$ cat src/rtl/shift_add_multiplier.sv
// Sequential 8x8 unsigned shift-and-add multiplier, one multiplier bit per clock.
// Each release of reset starts one multiplication; the product holds until the next reset.
module shift_add_multiplier (
  input  logic        clk,
  input  logic        rst,
  input  logic [7:0]  multiplicand,
  input  logic [7:0]  multiplier,
  output logic [15:0] result,
  output logic        end_op
);

  typedef enum logic [1:0] {
    LOAD = 2'b00,
    CALC = 2'b01,
    DONE = 2'b10
  } state_t;

  state_t      state;
  state_t      w_next;

  logic [15:0] r_acc;
  logic [15:0] r_mcand;
  logic [7:0]  r_mplier;
  logic [3:0]  r_cnt;
  logic [15:0] r_result;
  logic        r_end;

  logic [15:0] w_sum;
  logic        w_last;

  always_comb begin
    w_sum  = r_acc + (r_mplier[0] ? r_mcand : 16'd0);
    w_last = (r_cnt == 4'd7);
  end

  always_ff @(posedge clk or negedge rst) begin
    if (!rst) state <= LOAD;
    else      state <= w_next;
  end

  // The illegal encoding falls through to LOAD.
  always_comb begin
    w_next = LOAD;
    unique case (state)
      LOAD:    w_next = CALC;
      CALC:    w_next = w_last ? DONE : CALC;
      DONE:    w_next = DONE;
      default: w_next = LOAD;
    endcase
  end

  always_ff @(posedge clk or negedge rst) begin
    if (!rst) begin
      r_acc    <= 16'd0;
      r_mcand  <= 16'd0;
      r_mplier <= 8'd0;
      r_cnt    <= 4'd0;
      r_result <= 16'd0;
      r_end    <= 1'b0;
    end else begin
      unique case (state)
        LOAD: begin
          r_acc    <= 16'd0;
          r_mcand  <= {8'd0, multiplicand};
          r_mplier <= multiplier;
          r_cnt    <= 4'd0;
        end
        CALC: begin
          r_acc    <= w_sum;
          r_mcand  <= r_mcand << 1;
          r_mplier <= r_mplier >> 1;
          r_cnt    <= r_cnt + 4'd1;
          if (w_last) begin
            r_result <= w_sum;
            r_end    <= 1'b1;
          end
        end
        default: begin
        end
      endcase
    end
  end

  assign result = r_result;
  assign end_op = r_end;

endmodule

$ cat config.mk
export PLATFORM = sky130hd
export DESIGN_NAME = shift_add_multiplier
export DESIGN_NICKNAME = d
export VERILOG_FILES = /design/src/rtl/shift_add_multiplier.sv
export SDC_FILE = /design/constraint.sdc
export NUM_CORES = 1
export LEC_CHECK = 0
export CAP_MARGIN = 20
export CORE_MARGIN = 2
export CORE_UTILIZATION = 56
export CTS_BUF_LIST = sky130_fd_sc_hd__clkbuf_16
export DETAILED_ROUTE_END_ITERATION = 10
export PLACE_DENSITY = 0.81
export SYNTH_ARGS = -nofsm -noshare
export SYNTH_HDL_FRONTEND = slang
export SYNTH_SLANG_ARGS = --single-unit
$ cat constraint.sdc
create_clock -name clk -period 3.31 [get_ports clk]
set_clock_uncertainty 0.05 [all_clocks]
set_input_delay 0.662 -clock clk [delete_from_list [all_inputs] [get_ports clk]]
set_output_delay 0.662 -clock clk [all_outputs]
set_load 0.1 [all_outputs]
### Yosys cells after proc, flatten, opt, wreduce, memory -nomap -nowiden

Index checks and enable logic that the tools add are counted.

* bits in registers: 63
* input bits: 18
* output and inout bits: 17
* logic and storage cells: 22

* add/sub/neg operators: 2
* eq/ne operators: 3
* muxes and demuxes: 7
* reduce and logical (&&, ||, !) cells: 3

Operators by type and width (count)
* $pmux 16 s2: 2
* $add 16x16->16: 1
* $mux 16: 1
* $pmux 8 s2: 1
* $pmux 4 s2: 1
* $pmux 2 s3: 1
* $add 4x1->4 const B: 1
* $eq 4x3->1 const B: 1
* $eq 2x1->1 const B: 1
* $eq 2x2->1 const B: 1
* $logic_not 2->1: 1
* $mux 2: 1
* $reduce_and 2->1: 1
* $reduce_bool 2->1: 1

### Longest topological paths before layout

Gate-level depths: netlist (run 1).

* depth after elaboration: 3
* mapped depth: 10
* gate-level depth less buffers: 9

### Worst setup path after synthesis (run 1)

OpenSTA, ideal clock, no wires.

* path kind: register -> register
* start: register r_mplier[0]
* end: register r_result[14], in the netlist result[14]
* data arrival time: 2293 ps
* data required time: 3131 ps
* slack: 838 ps
* cell stages (with the launch flop): 10
* path buffers: 0
* clock period less this slack: 2472 ps
* cell sequence: dfrtp_1 -> and2_1 -> ha_1 -> fa_1 -> a21o_1 -> a221oi_2 -> nor2b_2 -> a311oi_1 -> xor2_1 -> o21ai_0

* cells in the longest elaborated chain, start to end: 2

RTL lines
* start: declaration: line 23 `logic [7:0] r_mplier;`
* start signal: assignment: line 65 `r_mplier <= multiplier;`
* start signal: assignment: line 71 `r_mplier <= r_mplier >> 1;`
* $mux 16: line 32 `w_sum = r_acc + (r_mplier[0] ? r_mcand : 16'd0);`
* $add 16x16->16: line 32
* end signal: assignment: line 74 `r_result <= w_sum;`
* end: declaration: line 25 `logic [15:0] r_result;`

Every way passes these cells.
A chain may end at the register's enable or synchronous reset.

### Worst setup path in the final report (run 1)

Ends and elaborated chain as after synthesis.

==> parameters.txt, run 1 <==
Parameter                              Value

Timing
  Tmin final ... 2.870 ns
  Final setup violating endpoints ... 0
  Number of endpoints with negative hold slack in the final report ... 0
  Total Neg Setup Slack ... 0 ns
  Pin slew with the least headroom to its limit ... 0.8746 ns
  Period utilization ... 0.8671
  Tightest slew margin relative to the limit ... 0.4157
  Highest attainable clock frequency ... between 300 and 400 MHz
  Final worst setup slack ... roughly 0.44 ns
  Number of slew-limit violations in the final report ... 0
  Setup repair after global routing missed its margin ... no

Routing
  Number of nets with antenna violations after detailed routing ... 0
  DRC marker count from the first detailed-route iteration ... 200
  Residual DRC count ... 0
  Total routed wirelength ... ~6700 microns
  DRT Pass-1 Iters ... 4
  Detailed-route via count ... 2408
  Routed WL per cell ... between 15 and 20 microns
  Vias per std cell ... 5.761

Finish
  Most frequent cells in the layout ... sky130_fd_sc_hd__dfrtp_1, sky130_fd_sc_hd__nand2_1, sky130_fd_sc_hd__o21ai_0
  Area taken by multi-input logic gates ... approximately 1600 sq um
  Fraction of layout cells with a size suffix above 1 ... 0.1416
  Diode insertion count for antenna repair ... 0
  Most common cell after layout, fill and taps aside ... sky130_fd_sc_hd__dfrtp_1
  Reg area ... 1577 sq um
  Area added between synthesis and finish ... 19.36%
  Filler Cell Count ... 419
  Number of nets at the end of the flow ... around 380

Critical path
  Data arrival time at the worst-slack endpoint ... about 3.0 ns
  Cell with the largest stage delay on the worst path ... sky130_fd_sc_hd__dfrtp_1
  Maximum single-stage delay on the critical path ... 0.52 ns
  Startpoint type of the worst setup path ... register
  Reg-to-reg slack, setup ... 0.44 ns
  CP endpoint kind ... register
  End of the worst register-to-register path ... result[14]$_DFFE_PN0P_
  Largest fanout on the critical path ... 17
  Kind of cell adding the most delay to the critical path ... compound AO/OA/AOI/OAI gates
  Required time of the worst setup path ... between 3 and 4 ns
  Worst-case reg-to-reg path depth ... 9
  FF-to-FF Start ... r_mplier[0]$_DFFE_PN0P_
  Worst Path Buf+Inv ... 0
  Worst setup path category ... reg2reg
  Cells traversed along the worst timing path ... and2_1 > ha_1 > fa_1 > a21o_1 > a221oi_2 > nor2b_2 > a311oi_1 > xor2_1 > o21ai_0

GRT
  Number of antenna violations at the first check in global routing ... 0
  Grt total ovfl ... 0
  Global-route usage over all layers ... 0.2317
  Maximum number of pins on one net before global-route repair ... 54
  First-pass GRT wire length ... 11200 microns
  Number of global-route vias before repair ... 2372

Placement
  IO Port Bufs ... 34
  HPWL after detailed placement ... between 4000 and 5000 microns
  Worst slack, placed ... 0.4574 ns
  Placer congestion estimate ... 0.9277

Floorplan
  Initial cell density of the core ... 0.5820
  Die area ... 6381 sq um
  Die X-Extent ... roughly 80 microns
  Rows ... 27
  Total I/O pin count ... 35
  Area of the core region ... 5540 sq um
  Vertical die dimension ... 79.88 microns

Power
  Internal Pwr Total ... 0.001833 W
  NetSw ... around 0.0013 W
  Part of the power in registers ... 0.334
  Combinational share of power ... 0.393
  Clock group share of total power ... 0.273
  Total leakage power ... 1.769 nW
  Power density over the cells ... approximately 810 nW/um^2
  Switching power share of the total ... 0.4143
  Overall power of the completed layout ... 0.003129 W
  Maximum ir drop on the vdd rail ... between 0.0006 and 0.0007 V

Clock tree
  Resized cells post-CTS ... 0
  Deepest level of the CTS H-tree ... 3
  Hold_buf cts ... 0
  Later-pin clock latency in the skew report ... approximately 0.32 ns
  Maximum count of clock buffers along a single path ... 2
  Post CTS Setup Buffer Count ... 0
  Clock tree from TritonCTS ... done
  Clock root cell ... sky130_fd_sc_hd__clkbuf_16
  CTS Sinks ... 63
  Number of clock buffers inserted by TritonCTS ... 9
  Clk pin slew, worst setup/hold paths ... 0.05 ns

Worst hold path
  Worst hold path type ... in2async

Synth
  Count of distinct cell types in the synthesized netlist ... 41
  Instance count of the mapped netlist ... 310
  Number of storage elements in the synthesis netlist ... 63
  Mapped Nets ... approximately 350
  Yosys synthesis warning count ... 0
  Area contributors post-synth ... sky130_fd_sc_hd__dfrtp_1, sky130_fd_sc_hd__nand2_1, sky130_fd_sc_hd__a22o_1
  Netlist area before placement ... 3224 sq um
  Post-synthesis cell type with the largest combined area ... sky130_fd_sc_hd__dfrtp_1
  Mean post-synth cell area ... 10.40 sq um
  Register area share after synthesis ... 0.4889
  Area fraction of the dominant cell type after synthesis ... 0.4889

Run
  Maxcap violations ... 0

Status
  Outcome ... completed
synthesized netlist by cell type:
cell type,number
sky130_fd_sc_hd__a21oi_1,13
sky130_fd_sc_hd__nor2b_2,1
sky130_fd_sc_hd__nand2b_1,1
sky130_fd_sc_hd__o41ai_2,1
sky130_fd_sc_hd__nand3_1,3
sky130_fd_sc_hd__inv_1,2
sky130_fd_sc_hd__o21ai_0,29
sky130_fd_sc_hd__a311oi_1,1
sky130_fd_sc_hd__nor3_1,2
sky130_fd_sc_hd__mux2i_1,14
sky130_fd_sc_hd__xnor2_1,9
sky130_fd_sc_hd__mux2_4,1
sky130_fd_sc_hd__clkbuf_1,11
sky130_fd_sc_hd__clkbuf_2,1
sky130_fd_sc_hd__o211ai_1,1
sky130_fd_sc_hd__nand2_1,57
sky130_fd_sc_hd__nor2_1,8
sky130_fd_sc_hd__nand4_1,1
sky130_fd_sc_hd__a41oi_1,1
sky130_fd_sc_hd__a21boi_0,1
sky130_fd_sc_hd__and2_1,16
sky130_fd_sc_hd__dfrtp_1,63
sky130_fd_sc_hd__nand3b_1,1
sky130_fd_sc_hd__a41oi_2,1
sky130_fd_sc_hd__a21boi_2,1
sky130_fd_sc_hd__a22o_2,1
sky130_fd_sc_hd__ha_1,16
sky130_fd_sc_hd__o21bai_1,2
sky130_fd_sc_hd__a211oi_1,1
sky130_fd_sc_hd__a221oi_2,1
sky130_fd_sc_hd__fa_1,1
sky130_fd_sc_hd__buf_1,3
sky130_fd_sc_hd__xor2_1,6
sky130_fd_sc_hd__a22o_1,24
sky130_fd_sc_hd__buf_2,1
sky130_fd_sc_hd__mux2_2,6
sky130_fd_sc_hd__a21o_1,4
sky130_fd_sc_hd__nor2b_1,1
sky130_fd_sc_hd__or2_2,1
sky130_fd_sc_hd__and3_2,1
sky130_fd_sc_hd__o21bai_2,1
layer usage:
| metal | global-route usage | wire (microns) |
|---|---|---|
| met5 | 0 | 0 |
| met4 | 0.1017 | 122 |
| met3 | 0.04525 | 292 |
| met2 | 0.3608 | 3066 |
| met1 | 0.3150 | 3206 |
stage by stage:
| step | std cells | util | hold slack, ns | instance area, sq um |
|---|---|---|---|---|
| floorplan | 310 | - | 0.3164 | 3224 |
| global placement | 405 | 0.6466 | 0.4042 | 3582 |
| detailed placement | 405 | 0.6466 | 0.4120 | 3582 |
| CTS | 418 | 0.6947 | 0.2991 | 3849 |
| global route | 418 | 0.6947 | 0.3397 | 3849 |
| finish | 418 | 0.6947 | 0.2825 | 3849 |
worst reg2reg max path: stages (launching register included):
cell and delay [ns]:
sky130_fd_sc_hd__dfrtp_1 0.52, sky130_fd_sc_hd__and2_1 0.21, sky130_fd_sc_hd__ha_1 0.21, sky130_fd_sc_hd__fa_1 0.41
sky130_fd_sc_hd__a21o_1 0.20, sky130_fd_sc_hd__a221oi_2 0.38, sky130_fd_sc_hd__nor2b_2 0.11, sky130_fd_sc_hd__a311oi_1 0.33
sky130_fd_sc_hd__xor2_1 0.19, sky130_fd_sc_hd__o21ai_0 0.11
power by group through the flow:
| stage | clock, W | sequential (W) | combinational (W) |
|---|---|---|---|
| 4_1_cts | 0.000869 | 0.00104 | 0.00123 |
| 6_report | 0.000855 | 0.00104 | 0.00123 |
| 2_1_floorplan | 0 | 0.00160 | 0.000401 |
| 3_3_place_gp | 0 | 0.00104 | 0.00121 |
| 3_5_place_dp | 0 | 0.00105 | 0.00122 |
| 5_1_grt | 0.000900 | 0.00106 | 0.00130 |
kinds of logic after synthesis:
logic type / Yosys count / share of synthesized area
xor+xnor: 15 / 0.04075
flops: 63 / 0.4889
simple gates: 93 / 0.1296
buf+inv: 18 / 0.02173
compound gates: 83 / 0.1816
mux: 21 / 0.06907
fa+ha+maj: 17 / 0.06830
state kept, by name (all words and copies together) (netlist names):
register,cells
r_acc,16
state,2
r_cnt,4
result,16
r_mplier,8
r_mcand,16
end_op,1
layout make-up:
class | instances | area share
multi-input combinational | 229 | 0.4099
clock inverter | 4 | 0.01073
timing repair buffer | 39 | 0.08583
clock buffer | 9 | 0.05852
sequential | 63 | 0.4096
tap | 72 | 0.02341
inverter | 2 | 0.001951
worst max-delay path by stage:
stage                                  from                endpoint  slack [ns]  depth (start not counted)
floorplan           r_mplier[0]$_DFFE_PN0P_  result[14]$_DFFE_PN0P_        0.84                          9
global placement    r_mplier[0]$_DFFE_PN0P_  result[14]$_DFFE_PN0P_        0.56                          9
detailed placement  r_mplier[0]$_DFFE_PN0P_  result[14]$_DFFE_PN0P_        0.46                          9
CTS                 r_mplier[0]$_DFFE_PN0P_  result[14]$_DFFE_PN0P_        0.43                          9
global route        r_mplier[0]$_DFFE_PN0P_  result[14]$_DFFE_PN0P_        0.25                          9
finish              r_mplier[0]$_DFFE_PN0P_  result[14]$_DFFE_PN0P_        0.44                          9
(Power assumes the default switching activity.)
==> run 2: changes to the inputs <==
==> constraint.sdc (replaced) <==
create_clock -name clk -period 3.31 [get_ports clk]
set_clock_uncertainty 0.05 [all_clocks]
set_input_delay 0.662 -clock clk [delete_from_list [all_inputs] [get_ports clk]]
set_output_delay 0.662 -clock clk [all_outputs]
set_load 0.005 [all_outputs]
==> parameters.txt, run 2 (synthesis results as in run 1) <==
Parameter                              Value

Status
  Outcome ... completed (unchanged)

Floorplan
  Die area ... 6381 sq um (unchanged)
  Die X-Extent ... 79.88 microns (unchanged)
  Initial cell density of the core ... 0.5820 (unchanged)
  Rows ... 27 (unchanged)
  Vertical die dimension ... 79.88 microns (unchanged)
  Area of the core region ... 5540 sq um (unchanged)
  Total I/O pin count ... 35 (unchanged)

Critical path
  Worst Path Buf+Inv ... 0 (unchanged)
  Data arrival time at the worst-slack endpoint ... 3.05 ns (was 2.99 ns)
  FF-to-FF Start ... r_mplier[0]$_DFFE_PN0P_ (unchanged)
  Worst setup path category ... reg2reg (unchanged)
  Startpoint type of the worst setup path ... register (unchanged)
  Cells traversed along the worst timing path ... and2_1 > ha_1 > fa_1 > a21o_1 > a221oi_2 > nor2b_2 > a21boi_0 > xor2_1 > o21ai_0 (was and2_1 > ha_1 > fa_1 > a21o_1 > a221oi_2 > nor2b_2 > a311oi_1 > xor2_1 > o21ai_0)
  Crit. Startpoint ... r_mplier[0]$_DFFE_PN0P_ (unchanged)
  Cell with the largest stage delay on the worst path ... sky130_fd_sc_hd__dfrtp_1 (unchanged)
  Kind of cell adding the most delay to the critical path ... compound AO/OA/AOI/OAI gates (unchanged)
  Largest fanout on the critical path ... 17 (unchanged)
  CP endpoint kind ... register (unchanged)
  Maximum single-stage delay on the critical path ... 0.51 ns (was 0.52 ns)
  Required time of the worst setup path ... 3.44 ns (was 3.43 ns)

Clock tree
  Deepest level of the CTS H-tree ... 3 (unchanged)
  Clk pin slew, worst setup/hold paths ... 0.05 ns (about the same)
  Clock root cell ... sky130_fd_sc_hd__clkbuf_16 (unchanged)
  Post CTS Setup Buffer Count ... 0 (unchanged)
  Resized cells post-CTS ... 0 (unchanged)
  Later-pin clock latency in the skew report ... 0.32 ns (about the same)
  Hold_buf cts ... 0 (unchanged)
  Number of clock buffers inserted by TritonCTS ... 9 (unchanged)
  Maximum count of clock buffers along a single path ... 2 (unchanged)
  Clock tree from TritonCTS ... done (unchanged)
  CTS Sinks ... 63 (unchanged)

Placement
  Area post-placement ... 3625 sq um (was 3582 sq um)
  Placer congestion estimate ... 0.9350 (was 0.9277)
  IO Port Bufs ... 34 (unchanged)
  HPWL after detailed placement ... 4591 microns (was 4599 microns)
  Placed cell count ... 405 (unchanged)

Timing
  Setup repair after global routing missed its margin ... no (unchanged)
  Pin slew with the least headroom to its limit ... 0.8782 ns (was 0.8746 ns)
  Period utilization ... 0.8805 (was 0.8671)
  Number of slew-limit violations in the final report ... 0 (unchanged)
  Highest attainable clock frequency ... 343.1 MHz (was 348.4 MHz)
  Total Neg Setup Slack ... 0 ns (unchanged)
  Final setup violating endpoints ... 0 (unchanged)
  Number of endpoints with negative hold slack in the final report ... 0 (unchanged)
  Tightest slew margin relative to the limit ... 0.4133 (was 0.4157)
  Tmin final ... 2.915 ns (was 2.870 ns)

GRT
  Maximum number of pins on one net before global-route repair ... 53 (was 54)
  First-pass GRT wire length ... 11420 microns (was 11200 microns)
  Global-route usage over all layers ... 0.2367 (was 0.2317)
  Number of global-route vias before repair ... 2444 (was 2372)
  Number of antenna violations at the first check in global routing ... 0 (unchanged)
  Grt total ovfl ... 0 (unchanged)

Power
  Maximum ir drop on the vdd rail ... 0.0003698 V (was 0.0006393 V)
  Total leakage power ... 1.762 nW (was 1.769 nW)
  Power density over the cells ... 662.0 nW/um^2 (was 813.1 nW/um^2)

Finish
  Most common cell after layout, fill and taps aside ... sky130_fd_sc_hd__dfrtp_1 (unchanged)
  Area taken by multi-input logic gates ... 1578 sq um (unchanged)
  Reg area ... 1577 sq um (unchanged)
  Most frequent cells in the layout ... sky130_fd_sc_hd__dfrtp_1, sky130_fd_sc_hd__nand2_1, sky130_fd_sc_hd__clkdlybuf4s50_1 (was sky130_fd_sc_hd__dfrtp_1, sky130_fd_sc_hd__nand2_1, sky130_fd_sc_hd__o21ai_0)
  Diode insertion count for antenna repair ... 0 (unchanged)
  Final instance count without filler cells ... 419 (was 418)
  Number of nets at the end of the flow ... 379 (unchanged)
  Post-Layout Inst Area ... 3895 sq um (was 3849 sq um)
  Filler Cell Count ... 437 (was 419)
  Area added between synthesis and finish ... 20.80% (was 19.36%)
  Fraction of layout cells with a size suffix above 1 ... 0.09222 (was 0.1416)
  Utilization after layout ... 0.7030 (was 0.6947)

Routing
  DRC marker count from the first detailed-route iteration ... 164 (was 200)
  Detailed-route via count ... 2427 (was 2408)
  Residual DRC count ... 0 (unchanged)
  Routed WL per cell ... 16.06 microns (was 16.00 microns)
  Total routed wirelength ... 6731 microns (was 6688 microns)
  DRT Pass-1 Iters ... 4 (unchanged)
  Vias per std cell ... 5.792 (was 5.761)
  Number of nets with antenna violations after detailed routing ... 0 (unchanged)

Worst hold path
  Worst hold path type ... in2async (unchanged)

Run
  Maxcap violations ... 0 (unchanged)
==> run 2: cell types whose count changed in the layout (fill, tap and decap cells not counted) <==
cell	before	now
sky130_fd_sc_hd__clkdlybuf4s50_1	16	33
sky130_fd_sc_hd__clkinv_1	2	1
sky130_fd_sc_hd__inv_1	3	5
sky130_fd_sc_hd__buf_4	22	5
==> run 2: area by class of cell <==
cell class / instances / share of cell area
clock inverter: 5 / 0.01156
clock buffer: 9 / 0.05782
multi-input combinational: 229 / 0.4051
timing repair buffer: 39 / 0.09573
sequential: 63 / 0.4048
inverter: 2 / 0.001927
tap: 72 / 0.02313
==> run 2: per-stage QoR <==
step / setup slack [ns] / hold slack, ns / total power (W)
floorplan: 0.8387 / 0.3164 / 0.001426
global placement: 0.5600 / 0.4019 / 0.001694
detailed placement: 0.4347 / 0.4077 / 0.001713
CTS: 0.4431 / 0.3425 / 0.002593
global route: 0.2485 / 0.3773 / 0.002719
finish: 0.3954 / 0.3147 / 0.002578
==> run 2: where the power goes <==
group          total (W)  internal (W)  switching, W
combinational   0.000678      0.000367      0.000310
clock           0.000863      0.000562      0.000302
sequential       0.00104      0.000934      0.000104
==> run 2: final timing paths <==
kind | end | slack [ns] | depth (start not counted)
worst max-delay path | result[8]$_DFFE_PN0P_ | 0.40 | 9
worst min-delay path | result[0]$_DFFE_PN0P_ | 0.31 | 1
worst max register to register | result[8]$_DFFE_PN0P_ | 0.40 | 9
worst min register to register | end_op$_DFFE_PN0P_ | 0.42 | 1
max in group asynchronous | r_mplier[7]$_DFFE_PN0P_ | 2.02 | 2
min in group clk | end_op$_DFFE_PN0P_ | 0.42 | 1
==> run 2: layer usage <==
| metal | global-route usage | routed length (microns) | up-vias |
|---|---|---|---|
| met3 | 0.06109 | 298 | 11 |
| met1 | 0.3254 | 3217 | 1183 |
| met2 | 0.3492 | 3089 | 69 |
| met4 | 0.1136 | 125 | 0 |
| met5 | 0 | 0 | - |
| li1 | - | - | 1164 |
==> run 3: changes to the inputs <==
--- a/config.mk
+++ b/config.mk
@@ -5,12 +5,14 @@
 export SDC_FILE = /design/constraint.sdc
 export NUM_CORES = 1
 export LEC_CHECK = 0
+export ABC_AREA = 1
 export CAP_MARGIN = 20
 export CORE_MARGIN = 2
-export CORE_UTILIZATION = 56
+export CORE_UTILIZATION = 57
 export CTS_BUF_LIST = sky130_fd_sc_hd__clkbuf_16
 export DETAILED_ROUTE_END_ITERATION = 10
-export PLACE_DENSITY = 0.81
+export PLACE_DENSITY = 0.82
+export REMOVE_ABC_BUFFERS = 1
 export SYNTH_ARGS = -nofsm -noshare
 export SYNTH_HDL_FRONTEND = slang
 export SYNTH_SLANG_ARGS = --single-unit
==> parameters.txt, run 3 <==
Parameter                              Value

Critical path
  Required time of the worst setup path ... 3.48 ns (was 3.44 ns)
  CP endpoint kind ... register (unchanged)
  Largest fanout on the critical path ... 17 (unchanged)
  End of the worst register-to-register path ... result[14]$_DFFE_PN0P_ (was result[8]$_DFFE_PN0P_)
  Worst setup path category ... reg2reg (unchanged)
  Reg-to-reg slack, setup ... 1.08 ns (was 0.40 ns)
  FF-to-FF Start ... r_mplier[0]$_DFFE_PN0P_ (unchanged)
  Startpoint type of the worst setup path ... register (unchanged)
  Data arrival time at the worst-slack endpoint ... 2.40 ns (was 3.05 ns)
  Worst-case reg-to-reg path depth ... 12 (was 9)

Routing
  DRC marker count from the first detailed-route iteration ... 142 (was 164)
  DR WL met3 ... 310 microns (was 298 microns)
  Vias per std cell ... 5.160 (was 5.792)
  Detailed-route via count ... 2905 (was 2427)
  Wire length on met2 ... 3820 microns (was 3089 microns)
  Number of nets with antenna violations after detailed routing ... 0 (unchanged)
  DR top layer ... met4 (unchanged)
  Residual DRC count ... 0 (unchanged)
  Total routed wirelength ... 7779 microns (was 6731 microns)
  DRT Pass-1 Iters ... 4 (unchanged)
  Routed WL per cell ... 13.82 microns (was 16.06 microns)
  Routed met1 length ... 3492 microns (was 3217 microns)

Synth
  Mean post-synth cell area ... 7.661 sq um (was 10.40 sq um)
  EDFF count, synth ... 0 (unchanged)
  Register area share after synthesis ... 0.4594 (was 0.4889)
  Yosys synthesis warning count ... 0 (unchanged)
  Instance count of the mapped netlist ... 448 (was 310)
  Most frequently used cell type in the post-synthesis netlist ... sky130_fd_sc_hd__nand2_1 (was sky130_fd_sc_hd__dfrtp_1)
  Number of storage elements in the synthesis netlist ... 63 (unchanged)
  Top cells by count, synth ... sky130_fd_sc_hd__nand2_1, sky130_fd_sc_hd__dfrtp_1, sky130_fd_sc_hd__inv_1 (was sky130_fd_sc_hd__dfrtp_1, sky130_fd_sc_hd__nand2_1, sky130_fd_sc_hd__o21ai_0)
  Netlist area before placement ... 3432 sq um (was 3224 sq um)
  Area fraction of the dominant cell type after synthesis ... 0.4594 (was 0.4889)
  Area contributors post-synth ... sky130_fd_sc_hd__dfrtp_1, sky130_fd_sc_hd__nand2_1, sky130_fd_sc_hd__inv_1 (was sky130_fd_sc_hd__dfrtp_1, sky130_fd_sc_hd__nand2_1, sky130_fd_sc_hd__a22o_1)
  Predominant post-synthesis flop cell ... sky130_fd_sc_hd__dfrtp_1 (unchanged)
  Count of distinct cell types in the synthesized netlist ... 31 (was 41)
  Post-synthesis cell type with the largest combined area ... sky130_fd_sc_hd__dfrtp_1 (unchanged)
  Share of flip-flops with an asynchronous set or reset after synthesis ... 1.000 (unchanged)

GRT
  Maximum number of pins on one net before global-route repair ... 41 (was 53)
  Grt total ovfl ... 0 (unchanged)
  Global-route usage over all layers ... 0.2616 (was 0.2367)
  Number of global-route vias before repair ... 2820 (was 2444)
  Number of antenna violations at the first check in global routing ... 0 (unchanged)
  First-pass GRT wire length ... 13100 microns (was 11420 microns)

Power
  Maximum ir drop on the vdd rail ... 0.0003436 V (was 0.0003698 V)
  Internal Pwr Total ... 0.001918 W (was 0.001863 W)
  Power density over the cells ... 662.5 nW/um^2 (was 662.0 nW/um^2)
  Switching power share of the total ... 0.2983 (was 0.2776)
  Part of the power in registers ... 0.379 (was 0.402)
  NetSw ... 0.0008152 W (was 0.0007158 W)
  Clock group share of total power ... 0.365 (was 0.335)
  Total leakage power ... 2.382 nW (was 1.762 nW)
  Combinational share of power ... 0.255 (was 0.263)

Run
  Maxcap violations ... 0 (unchanged)

Timing
  Number of slew-limit violations in the final report ... 0 (unchanged)
  Final setup violating endpoints ... 0 (unchanged)
  Tmin final ... 2.232 ns (was 2.915 ns)
  Highest attainable clock frequency ... 448.0 MHz (was 343.1 MHz)
  Pin slew with the least headroom to its limit ... 0.9046 ns (was 0.8782 ns)
  Number of endpoints with negative hold slack in the final report ... 0 (unchanged)
  Tightest slew margin relative to the limit ... 0.3970 (was 0.4133)
  Period utilization ... 0.6744 (was 0.8805)
  Total Neg Setup Slack ... 0 ns (unchanged)
  Setup repair after global routing missed its margin ... no (unchanged)
  Final worst setup slack ... 1.078 ns (was 0.3954 ns)

Placement
  IO Port Bufs ... 34 (unchanged)
  Placer congestion estimate ... 0.9211 (was 0.9350)
  Placed cell count ... 547 (was 405)
  HPWL after detailed placement ... 5324 microns (was 4591 microns)
  Area post-placement ... 3811 sq um (was 3625 sq um)
  Worst slack, placed ... 1.096 ns (was 0.4347 ns)

Floorplan
  Initial cell density of the core ... 0.5831 (was 0.5820)
  Total I/O pin count ... 35 (unchanged)
  Die area ... 6658 sq um (was 6381 sq um)
  Die X-Extent ... 81.60 microns (was 79.88 microns)
  Rows ... 28 (was 27)
  Area of the core region ... 5886 sq um (was 5540 sq um)
  Vertical die dimension ... 81.60 microns (was 79.88 microns)

Clock tree
  Hold_buf cts ... 0 (unchanged)
  Number of clock buffers inserted by TritonCTS ... 9 (unchanged)
  Clock root cell ... sky130_fd_sc_hd__clkbuf_16 (unchanged)
  Clk pin slew, worst setup/hold paths ... 0.06 ns (was 0.05 ns)
  CTS Sinks ... 63 (unchanged)
  Resized cells post-CTS ... 0 (unchanged)
  Maximum count of clock buffers along a single path ... 2 (unchanged)
  Deepest level of the CTS H-tree ... 3 (unchanged)
  Post CTS Setup Buffer Count ... 0 (unchanged)
  Clock tree from TritonCTS ... done (unchanged)
  Later-pin clock latency in the skew report ... 0.33 ns (was 0.32 ns)

Finish
  Post-Layout Inst Area ... 4125 sq um (was 3895 sq um)
  Reg area ... 1577 sq um (unchanged)
  Area taken by multi-input logic gates ... 1548 sq um (was 1578 sq um)
  Diode insertion count for antenna repair ... 0 (unchanged)
  Fraction of layout cells with a size suffix above 1 ... 0.06557 (was 0.09222)
  Area added between synthesis and finish ... 20.20% (was 20.80%)
  Number of nets at the end of the flow ... 518 (was 379)
  Most common cell after layout, fill and taps aside ... sky130_fd_sc_hd__nand2_1 (was sky130_fd_sc_hd__dfrtp_1)
  Filler Cell Count ... 495 (was 437)
  Most frequent cells in the layout ... sky130_fd_sc_hd__nand2_1, sky130_fd_sc_hd__dfrtp_1, sky130_fd_sc_hd__inv_1 (was sky130_fd_sc_hd__dfrtp_1, sky130_fd_sc_hd__nand2_1, sky130_fd_sc_hd__clkdlybuf4s50_1)
  Final instance count without filler cells ... 563 (was 419)

Status
  Outcome ... completed (unchanged)

Worst hold path
  Worst hold path type ... in2async (unchanged)
run 3: power by group through the flow:
stage | clock (W) | combinational [W] | sequential (W)
after floorplan | 0 | 0.000404 | 0.00103
after global placement | 0 | 0.000665 | 0.00104
after detailed placement | 0 | 0.000690 | 0.00105
after CTS | 0.00101 | 0.000700 | 0.00104
after global routing | 0.00104 | 0.000795 | 0.00105
final | 0.000999 | 0.000698 | 0.00104
run 3: critical path, stage by stage (launching register included):
cell and delay (ns):
sky130_fd_sc_hd__dfrtp_1 0.55, sky130_fd_sc_hd__nand2_1 0.13, sky130_fd_sc_hd__inv_1 0.05, sky130_fd_sc_hd__ha_1 0.20, sky130_fd_sc_hd__fa_1 0.43, sky130_fd_sc_hd__nand2_1 0.08
sky130_fd_sc_hd__nand2_1 0.06, sky130_fd_sc_hd__nand3b_1 0.09, sky130_fd_sc_hd__nand2_1 0.12, sky130_fd_sc_hd__nand2_1 0.10, sky130_fd_sc_hd__nand3_1 0.09, sky130_fd_sc_hd__nand3_1 0.11
sky130_fd_sc_hd__nand2_1 0.06
run 3: cell families after synthesis:
family / after synthesis / synth area share
AND/OR/NAND/NOR: 234 / 0.2847
adder cells (fa/ha/maj): 17 / 0.06416
AO/OA/AOI/OAI: 52 / 0.08677
buffers and inverters: 76 / 0.08968
XOR/XNOR: 6 / 0.01531
flip-flops: 63 / 0.4594
run 3: final cells by class:
class | count | area share
sequential | 63 | 0.3822
multi-input combinational | 309 | 0.3752
timing repair buffer | 36 | 0.08493
inverter | 64 | 0.05884
clock buffer | 9 | 0.05460
tap | 75 | 0.02275
clock inverter | 7 | 0.02153
run 3: worst max-delay path by stage:
stage | from | endpoint | slack (ns) | depth (start not counted)
detailed placement | r_mplier[0]$_DFFE_PN0P_ | result[14]$_DFFE_PN0P_ | 1.10 | 12
global placement | r_mplier[0]$_DFFE_PN0P_ | r_acc[14]$_DFFE_PN0P_ | 1.20 | 12
CTS | r_mplier[0]$_DFFE_PN0P_ | result[14]$_DFFE_PN0P_ | 1.08 | 12
global route | r_mplier[0]$_DFFE_PN0P_ | result[14]$_DFFE_PN0P_ | 0.87 | 12
finish | r_mplier[0]$_DFFE_PN0P_ | result[14]$_DFFE_PN0P_ | 1.08 | 12
floorplan | r_mplier[0]$_DFFE_PN0P_ | r_acc[14]$_DFFE_PN0P_ | 1.37 | 12
run 3: per-stage QoR:
stage               hold WS, ns    util  total power, W
floorplan                0.3164       -        0.001431
global placement         0.4018  0.6475        0.001705
detailed placement       0.4172  0.6475        0.001736
CTS                      0.4311  0.7009        0.002741
global route             0.4374  0.7009        0.002892
finish                   0.4092  0.7009        0.002733
run 3: routing by layer:
metal  up-vias  GRT usage
li1       1481          -
met1      1334     0.3407
met2        75     0.4311
met3        15    0.04066
met4         0     0.1200
met5         -          0
==> RTL edit, RTL diff (flow settings as in run 2) <==
Encoding of `state_t`: now one-hot (3 bits for 3 states).
--- a/src/rtl/shift_add_multiplier.sv
+++ b/src/rtl/shift_add_multiplier.sv
@@ -9,10 +9,10 @@
   output logic        end_op
 );
 
-  typedef enum logic [1:0] {
-    LOAD = 2'b00,
-    CALC = 2'b01,
-    DONE = 2'b10
+  typedef enum logic [2:0] {
+    LOAD = 3'b001,
+    CALC = 3'b010,
+    DONE = 3'b100
   } state_t;
 
   state_t      state;
Check against the original RTL: no difference found for any inputs over 4 cycles, from zero or initial values and one cycle with rst low; so few cycles prove little.
==> RTL edit against run 2 <==
Setup slack better by 0.25 ns; die area up 12%; first-iteration DRC count up 59%; count of clock-buffer cells in the layout unchanged; highest routed layer unchanged; area after synthesis up 12%; cell area up 9.9%; sequential cell count up 1; via count up 22%; wire length up 16%; power down 2.5%.
==> RTL edit: results (changes against run 2) <==
* Via density at 5.81 (+0.23%)
* Vias in the first global route at 2820 (+15%)
* Nets at 463 (+22%)
* Initial DRC count at 260 (+59%)
* Worst r2r path cells at 10 (+1)
* Mean Syn Cell Area at 9.05 um2 (-13%)
* Reg power frac at 41.6% (+1.4 points)
* Worst hold margin at 0.335 ns (+0.0205 ns)
* Share of cells above drive strength 1 at 9.47% (+0.25 points)
* Status: completed
* GPL Wtd Cong at 0.876 (-6.3%)
* Post-placement cell count at 494 (+22%)
* Post-Place Cell Area at 4030 um2 (+11%)
* NetSw at 0.721 mW (+0.76%)
* Overall track demand over capacity in global routing at 23.4% (-0.30 points)
* Largest cells by area after synthesis: dfrtp_1 44%, a21oi_1 9.0%, nor2_1 7.1%
* Compound-Gate Fraction of Synth Area at 24.0% (+5.9 points)
* Post-synth cell types at 45 (+9.8%)
* Seq/Total Area, Yosys at 44.3% (-4.6 points)
* Post-synthesis mux area share at 3.80% (-3.1 points)
* Largest net degree at the start of global routing at 69 (+30%)
* Leakage at 1.94 nW (+10%)
* Post-synth top cells: 68 x nor2_1, 65 x a21oi_1, 63 x dfrtp_1
* HPWL Detailed at 5390 um (+18%)
* Global-route wire length before repair at 13100 um (+15%)
* Wire per inst at 15.3 um (-4.9%)
* Xor/xnor share of the synthesized area at 3.87% (-0.20 points)
* Slowest cell on crit path: fa_1
* DR pass1 iterations at 5 (+1)
* WP data arrival at 2.82 ns (-0.23 ns)
* Period minus WS final at 2.67 ns (-0.247 ns)
* Crit-path max FO at 4 (-13)
* Fillers at 508 (+16%)
* Actual slew at the worst max-slew pin at 0.857 ns (-0.0216 ns)
* Post-synthesis net count at 435 (+26%)
* Non-Filler Instances at 510 (+22%)
* Clk. pwr at 0.803 mW (-7.0%)
-- RTL edit: cell types whose count changed in the layout (fill, tap and decap cells not counted), moves of 3 or more --
| cell | delta |
|---|---|
| a21oi_1 | +52 |
| a22o_1 | -6 |
| inv_1 | +4 |
| mux2_2 | +4 |
| mux2i_1 | -13 |
| nand2_1 | -31 |
| nor2_1 | +60 |
| o21ai_0 | -10 |
| o22ai_1 | +14 |
| xor2_1 | +3 |
-- RTL edit: per-layer routing --
layer / vias to the layer above / global-route usage [%] / part of all wire [%]
met5: - / 0 / 0
met4: 0 / 7.07 / 0.97
met3: 8 / 6.39 / 3.8
met2: 69 / 37.8 / 48
met1: 1408 / 31.0 / 47
li1: 1476 / - / -
-- RTL edit: cell type report --
class                      instances  area (um2)  share of cell area, %
clock buffer                       9         225                   5.26
clock inverter                     7        26.3                  0.614
inverter                           5        18.8                  0.439
multi-input combinational        306        1900                   44.4
sequential                        64        1600                   37.5
tap                               77        96.3                   2.25
timing repair buffer              42         408                   9.53
